===== src/rtl/muldiv_pkg.sv =====
// Shared definitions for the sequential multiply/divide unit: op codes,
// FSM state encoding, default iteration count and the op decoder helpers.
package muldiv_pkg;

  localparam int unsigned CALC_CYCLES_DEF = 32;

  localparam logic [31:0] OPC_MUL    = 32'd10;
  localparam logic [31:0] OPC_MULH   = 32'd11;
  localparam logic [31:0] OPC_MULHSU = 32'd12;
  localparam logic [31:0] OPC_MULHU  = 32'd13;
  localparam logic [31:0] OPC_DIV    = 32'd14;
  localparam logic [31:0] OPC_DIVU   = 32'd15;
  localparam logic [31:0] OPC_REM    = 32'd16;
  localparam logic [31:0] OPC_REMU   = 32'd17;

  typedef enum logic [1:0] {IDLE, CALC, FIX, DONE} state_e;

  // Bit 2 set marks the divide family, bits 2:1 both set mark remainders.
  typedef enum logic [2:0] {
    OP_MUL, OP_MULH, OP_MULHSU, OP_MULHU,
    OP_DIV, OP_DIVU, OP_REM, OP_REMU
  } op_e;

  function automatic logic op_valid(input logic [31:0] instr);
    return (instr >= OPC_MUL) && (instr <= OPC_REMU);
  endfunction

  // Codes 10..17 map onto 0..7 by their low three bits minus 2 (mod 8).
  function automatic op_e op_decode(input logic [2:0] instr_lo);
    return op_e'(instr_lo - 3'd2);
  endfunction

endpackage


===== src/rtl/muldiv_seq.sv =====
// Iterative RV32M multiply/divide: shift-add multiply and restoring divide on
// operand magnitudes, one bit per cycle, with sign fix-up in a final FIX state.
module muldiv_seq
  import muldiv_pkg::*;
#(
  parameter int XLEN        = 32,
  parameter int CALC_CYCLES = CALC_CYCLES_DEF
) (
  input  logic            i_clk,
  input  logic            i_rst_n,
  input  logic            i_start,
  input  logic [31:0]     i_instruction,
  input  logic [XLEN-1:0] i_A,
  input  logic [XLEN-1:0] i_B,
  input  logic [4:0]      i_rd,
  input  logic            i_kill,
  output logic            o_busy,
  output logic            o_done,
  output logic [XLEN-1:0] o_result,
  output logic [4:0]      o_rd,
  output logic            o_load_regfile
);

  localparam int CW = $clog2(CALC_CYCLES + 1);

  state_e          r_state;
  op_e             r_op;
  logic [XLEN-1:0] r_hi, r_lo, r_opb;
  logic            r_neg_a, r_neg_q, r_fast;
  logic [CW-1:0]   r_cnt;
  logic [4:0]      r_rd_cap;
  logic            r_busy, r_done;
  logic [XLEN-1:0] r_result;
  logic [4:0]      r_rd;

  op_e             w_op;
  logic            w_accept, w_a_sgn, w_b_sgn, w_neg_a, w_neg_b;
  logic            w_is_div, w_div0, w_ovf;
  logic [XLEN-1:0] w_mag_a, w_mag_b, w_fast_q, w_fast_r;
  logic [XLEN:0]   w_sum, w_shift, w_diff;
  logic            w_q_bit;
  logic [2*XLEN-1:0] w_prod, w_prod_s;
  logic [XLEN-1:0] w_quo, w_rem, w_fix_res;

  assign w_op     = op_decode(i_instruction[2:0]);
  assign w_accept = i_start && !i_kill && op_valid(i_instruction) &&
                    (r_state == IDLE || r_state == DONE);
  assign w_a_sgn  = (w_op == OP_MUL) || (w_op == OP_MULH) || (w_op == OP_MULHSU) ||
                    (w_op == OP_DIV) || (w_op == OP_REM);
  assign w_b_sgn  = (w_op == OP_MUL) || (w_op == OP_MULH) ||
                    (w_op == OP_DIV) || (w_op == OP_REM);
  assign w_neg_a  = w_a_sgn && i_A[XLEN-1];
  assign w_neg_b  = w_b_sgn && i_B[XLEN-1];
  assign w_mag_a  = w_neg_a ? -i_A : i_A;
  assign w_mag_b  = w_neg_b ? -i_B : i_B;

  // Divide-by-zero and signed overflow bypass the iteration entirely.
  assign w_is_div = w_op[2];
  assign w_div0   = w_is_div && (i_B == '0);
  assign w_ovf    = ((w_op == OP_DIV) || (w_op == OP_REM)) &&
                    (i_A == {1'b1, {(XLEN-1){1'b0}}}) && (i_B == '1);
  assign w_fast_q = w_div0 ? '1 : {1'b1, {(XLEN-1){1'b0}}};
  assign w_fast_r = w_div0 ? i_A : '0;

  // Multiply: r_hi accumulates, r_lo holds the multiplier shifting out LSB-first.
  assign w_sum   = {1'b0, r_hi} + (r_lo[0] ? {1'b0, r_opb} : '0);
  // Divide: r_hi is the partial remainder, r_lo shifts dividend out / quotient in.
  assign w_shift = {r_hi, r_lo[XLEN-1]};
  assign w_diff  = w_shift - {1'b0, r_opb};
  assign w_q_bit = !w_diff[XLEN];

  assign w_prod   = {r_hi, r_lo};
  assign w_prod_s = r_neg_q ? -w_prod : w_prod;
  assign w_quo    = r_neg_q ? -r_lo : r_lo;
  assign w_rem    = r_neg_a ? -r_hi : r_hi;

  always_comb begin
    w_fix_res = '0;
    case (r_op)
      OP_MUL:                         w_fix_res = w_prod_s[XLEN-1:0];
      OP_MULH, OP_MULHSU, OP_MULHU:   w_fix_res = w_prod_s[2*XLEN-1:XLEN];
      OP_DIV, OP_DIVU:                w_fix_res = r_fast ? r_lo : w_quo;
      OP_REM, OP_REMU:                w_fix_res = r_fast ? r_hi : w_rem;
      default:                        w_fix_res = '0;
    endcase
  end

  always_ff @(posedge i_clk or negedge i_rst_n) begin
    if (!i_rst_n) begin
      r_state  <= IDLE;
      r_op     <= OP_MUL;
      r_hi     <= '0;
      r_lo     <= '0;
      r_opb    <= '0;
      r_neg_a  <= 1'b0;
      r_neg_q  <= 1'b0;
      r_fast   <= 1'b0;
      r_cnt    <= '0;
      r_rd_cap <= '0;
      r_busy   <= 1'b0;
      r_done   <= 1'b0;
      r_result <= '0;
      r_rd     <= '0;
    end else begin
      r_done <= 1'b0;
      if (i_kill) begin
        r_state <= IDLE;
        r_busy  <= 1'b0;
      end else begin
        case (r_state)
          IDLE, DONE: begin
            if (w_accept) begin
              r_state  <= CALC;
              r_busy   <= 1'b1;
              r_op     <= w_op;
              r_rd_cap <= i_rd;
              r_neg_a  <= w_neg_a;
              r_neg_q  <= w_neg_a ^ w_neg_b;
              r_fast   <= w_div0 || w_ovf;
              r_cnt    <= '0;
              // Both algorithms start with r_hi=0 and the shifting operand in r_lo.
              r_hi     <= (w_div0 || w_ovf) ? w_fast_r : '0;
              r_lo     <= (w_div0 || w_ovf) ? w_fast_q : (w_is_div ? w_mag_a : w_mag_b);
              r_opb    <= w_is_div ? w_mag_b : w_mag_a;
            end else begin
              r_state <= IDLE;
            end
          end
          CALC: begin
            if (r_fast) begin
              r_state <= FIX;
            end else begin
              if (r_op[2]) begin
                r_hi <= w_q_bit ? w_diff[XLEN-1:0] : w_shift[XLEN-1:0];
                r_lo <= {r_lo[XLEN-2:0], w_q_bit};
              end else begin
                r_hi <= w_sum[XLEN:1];
                r_lo <= {w_sum[0], r_lo[XLEN-1:1]};
              end
              r_cnt <= r_cnt + 1'b1;
              if (r_cnt == CW'(CALC_CYCLES - 1)) r_state <= FIX;
            end
          end
          FIX: begin
            r_result <= w_fix_res;
            r_rd     <= r_rd_cap;
            r_done   <= 1'b1;
            r_busy   <= 1'b0;
            r_state  <= DONE;
          end
          default: r_state <= IDLE;
        endcase
      end
    end
  end

  assign o_busy         = r_busy;
  assign o_done         = r_done;
  assign o_load_regfile = r_done;
  assign o_result       = r_result;
  assign o_rd           = r_rd;

endmodule

===== config.mk =====
export PLATFORM = sky130hd
export DESIGN_NAME = muldiv_seq
export DESIGN_NICKNAME = d
export VERILOG_FILES = /design/src/rtl/muldiv_pkg.sv /design/src/rtl/muldiv_seq.sv
export SDC_FILE = /design/constraint.sdc
export NUM_CORES = 1
export LEC_CHECK = 0
export CAP_MARGIN = 20
export CORE_MARGIN = 5
export CORE_UTILIZATION = 35
export CTS_BUF_LIST = sky130_fd_sc_hd__clkbuf_4 sky130_fd_sc_hd__clkbuf_8
export DETAILED_ROUTE_END_ITERATION = 10
export GPL_ROUTABILITY_DRIVEN = 1
export PLACE_DENSITY = 0.5
export SLEW_MARGIN = 20
export SYNTH_ARGS = -nofsm -noshare
export SYNTH_HDL_FRONTEND = slang
export SYNTH_SLANG_ARGS = --single-unit

===== constraint.sdc =====
create_clock -name i_clk -period 6.32 [get_ports i_clk]
set_clock_uncertainty 0.2 [all_clocks]
set_input_delay 1.264 -clock i_clk [delete_from_list [all_inputs] [get_ports i_clk]]
set_output_delay 1.264 -clock i_clk [all_outputs]
set_load 0.02 [all_outputs]

==> flow_summary.json <==
{
  "status": "completed",
  "max_freq_mhz": 195,
  "fin_crit_sh": 0.810,
  "port_buffers": 144,
  "power_w": 0.00291,
  "reg2reg_to": "r_hi[3]",
  "root_buffer": "clkbuf_8",
  "whs_endpoint": "o_rd[4]",
  "post_drt_via_cell_ratio": 6.12,
  "vias": 17798,
  "syn-num-nets": 2419,
  "fillers": 4922,
  "cts_num_sinks": 154,
  "setup_viol": 0,
  "drv_cap": 0,
  "grt_setup_unrepaired": "no",
  "core_area_sq_mm": 0.0468,
  "netlist_area_sq_mm": 0.0166,
  "dr.pass1.iters": 8,
  "p_leak_nw": 7.96,
  "yosysWarnings": 0,
  "place.gp.congestion": 0.960,
  "dieArea_sq_mm": 0.0519,
  "worstSetupPathType": "reg2reg",
  "nets": 2469,
  "tightest_slew_ns": 1.09,
  "synth_edf_count": 0,
  "synth_most_common_cell": "nand2_1",
  "grt_usage": 0.274,
  "timing_hold_violations_final": 0,
  "final_core_util": 0.406,
  "clkTransAtPathRegs_ns": 0.10,
  "slew_violations": 0,
  "yosys_most_used_dff": "dfrtp_1",
  "ys_seq_area_frac": 0.232,
  "netlist_instances": 2240,
  "dp_hpwl_microns": 57500,
  "rrSetupSlack_ns": 1.20,
  "detail-route-antenna-nets": 0,
  "setup_tns_ns": 0,
  "wire_per_inst_microns": 25.5,
  "cts_buffer_depth": 2,
  "worst_ep_arrival_time_ns": 5.31,
  "fp.dieW_microns": 228,
  "crit_path_start_kind": "register",
  "die_h_microns": 228,
  "cts_tree": "done",
  "cts_setup_buffers": 0,
  "synth_cell_types": 85,
  "routed_wirelength_microns": 74300,
  "fp-row-count": 79,
  "cts_inserted_buffers": 17,
  "drc": 0,
  "drive_gt1_frac": 0.0756,
  "ctsResizeCount": 0,
  "yosys_register_bits": 154,
  "antenna_found_initial": 5,
  "relSlewSlack": 0.270,
  "r2r_cells": 13,
  "start_util": 0.355,
  "cp_max_fo": 18,
  "drt_iter0_markers": 1931,
  "grt_pass1_wl_microns": 110000,
  "synth_top_area_cell": "dfrtp_1",
  "vdd_drop_max_v": 0.000127,
  "r2r_start": "r_lo[31]",
  "min_from": "r_rd_cap[4]",
  "powerDensity_mw_per_mm2": 153,
  "grt.overflow.total": 0,
  "ios": 145,
  "clkLatencyLatePin_ns": 0.52,
  "period_needed_ns": 5.12,
  "synthTopCellsByArea": "dfrtp_1 (23%), xnor2_1 (6.1%), o21ai_0 (6.1%), a21oi_1 (6.1%), nand2_1 (5.8%)",
  "grt_max_degree": 88,
  "worst_hold_path_type": "reg2reg",
  "syn_to_final_growth_pct": 14.4,
  "synth_common_cells": "nand2_1 (257), nor2_1 (234), o21ai_0 (202), a21oi_1 (201), dfrtp_1 (154)",
  "critPathCaptureType": "register",
  "avgSynthCellArea_sq_um": 7.41,
  "synth_top_area_frac": 0.232,
  "hold_depth": 2,
  "postCtsHoldBufs": 0,
  "htree_levels": 4,
  "critPathRequiredTime_ns": 6.51,
  "grt_pass1_vias": 16464,
  "async_flop_share": 1.00
}
==> kinds of logic (layout without fill, tap and decap cells) <==
kind of cell | after synthesis | count (layout) | synth area share
simple gates | 791 | 791 | 0.226
mux | 78 | 78 | 0.0500
other cells | 0 | 1 | 0
buf+inv | 231 | 293 | 0.0549
xor+xnor | 221 | 221 | 0.117
flops | 154 | 154 | 0.232
compound gates | 691 | 691 | 0.264
fa+ha+maj | 74 | 74 | 0.0567
==> area by class of cell <==
class / count / area (sq um) / share of cell area
multi-input cells: 1855 / 11900 / 0.627
flip-flops and latches: 154 / 3860 / 0.203
repair buffers: 193 / 1810 / 0.0953
well taps: 607 / 759 / 0.0400
clock buffers: 21 / 277 / 0.0146
inverters: 69 / 259 / 0.0136
clock inverters: 10 / 119 / 0.00626
diodes: 1 / 2.50 / 0.000132
==> critical path, stage by stage, from the launching register on <==
cell and delay, ns:
dfrtp_1 0.54, inv_1 0.22, ha_1 0.31, fa_1 0.41, nand2b_1 0.18, a21oi_1 0.41, o211ai_1 0.27, a211oi_1 0.35
nor3_1 0.19, xnor2_4 0.51, buf_4 0.41, mux2_2 0.37, a21oi_1 0.45, a211oi_1 0.15
==> cell usage in the layout, fill, tap and decap left out, types with 20 or more instances in the layout <==
master             n
nand3_1           58
a211oi_1          28
o21ai_0          201
xnor2_1          115
inv_1             68
mux2_2            35
xor2_1           103
mux2i_1           42
dfrtp_1          152
nor3_1            39
clkdlybuf4s50_1  143
a21oi_1          201
o31ai_1           21
nand4_1           29
or3_1             27
a21o_1            36
nand2_1          257
o211ai_1          20
nor2_1           233
ha_1              71
and3_1            27
buf_4             49
==> where the power goes <==
part / switching, W / internal, W
clock: 0.000434 / 0.000379
combinational: 0.000574 / 0.000377
sequential: 0.000101 / 0.00104
==> registers in the layout, indices dropped and copies added (netlist names) <==
name and count:
o_busy 1, o_done 1, o_rd 5, o_result 32, r_cnt 6, r_fast 1, r_hi 32, r_lo 32
r_neg_a 1, r_neg_q 1, r_op 3, r_opb 32, r_rd_cap 5, r_state 2
==> worst max-delay path by stage <==
| stage | from | to | slack, ns | cells after the start |
|---|---|---|---|---|
| after global placement | i_B[0] | r_hi[31] | 1.26 | 12 |
| final | r_lo[31] | r_hi[3] | 1.20 | 13 |
| after CTS | r_lo[31] | r_hi[3] | 1.36 | 13 |
| after floorplan | i_B[1] | r_hi[31] | 2.24 | 12 |
| after global routing | r_lo[31] | r_hi[3] | 1.07 | 13 |
| after detailed placement | i_B[0] | r_lo[27] | 1.15 | 13 |
==> metrics by stage <==
step | worst slack (ns) | hold WS [ns] | std cells | area, sq um
after detailed placement | 1.15 | 0.249 | 2878 | 18600
after floorplan | 2.24 | 0.233 | 2240 | 16600
final | 1.20 | 0.268 | 2910 | 19000
after CTS | 1.36 | 0.272 | 2909 | 19000
after global routing | 1.07 | 0.307 | 2909 | 19000
after global placement | 1.26 | 0.244 | 2878 | 18600
==> per-layer routing <==
layer  vias to the layer above  wire (microns)  track usage
met5                         -              38            0
met4                         6            1720       0.0702
met3                        91            6340       0.0544
met2                       844           31800        0.408
met1                      8680           34500        0.405
li1                       8177               -            -
Power figures use the tool's default switching activity.
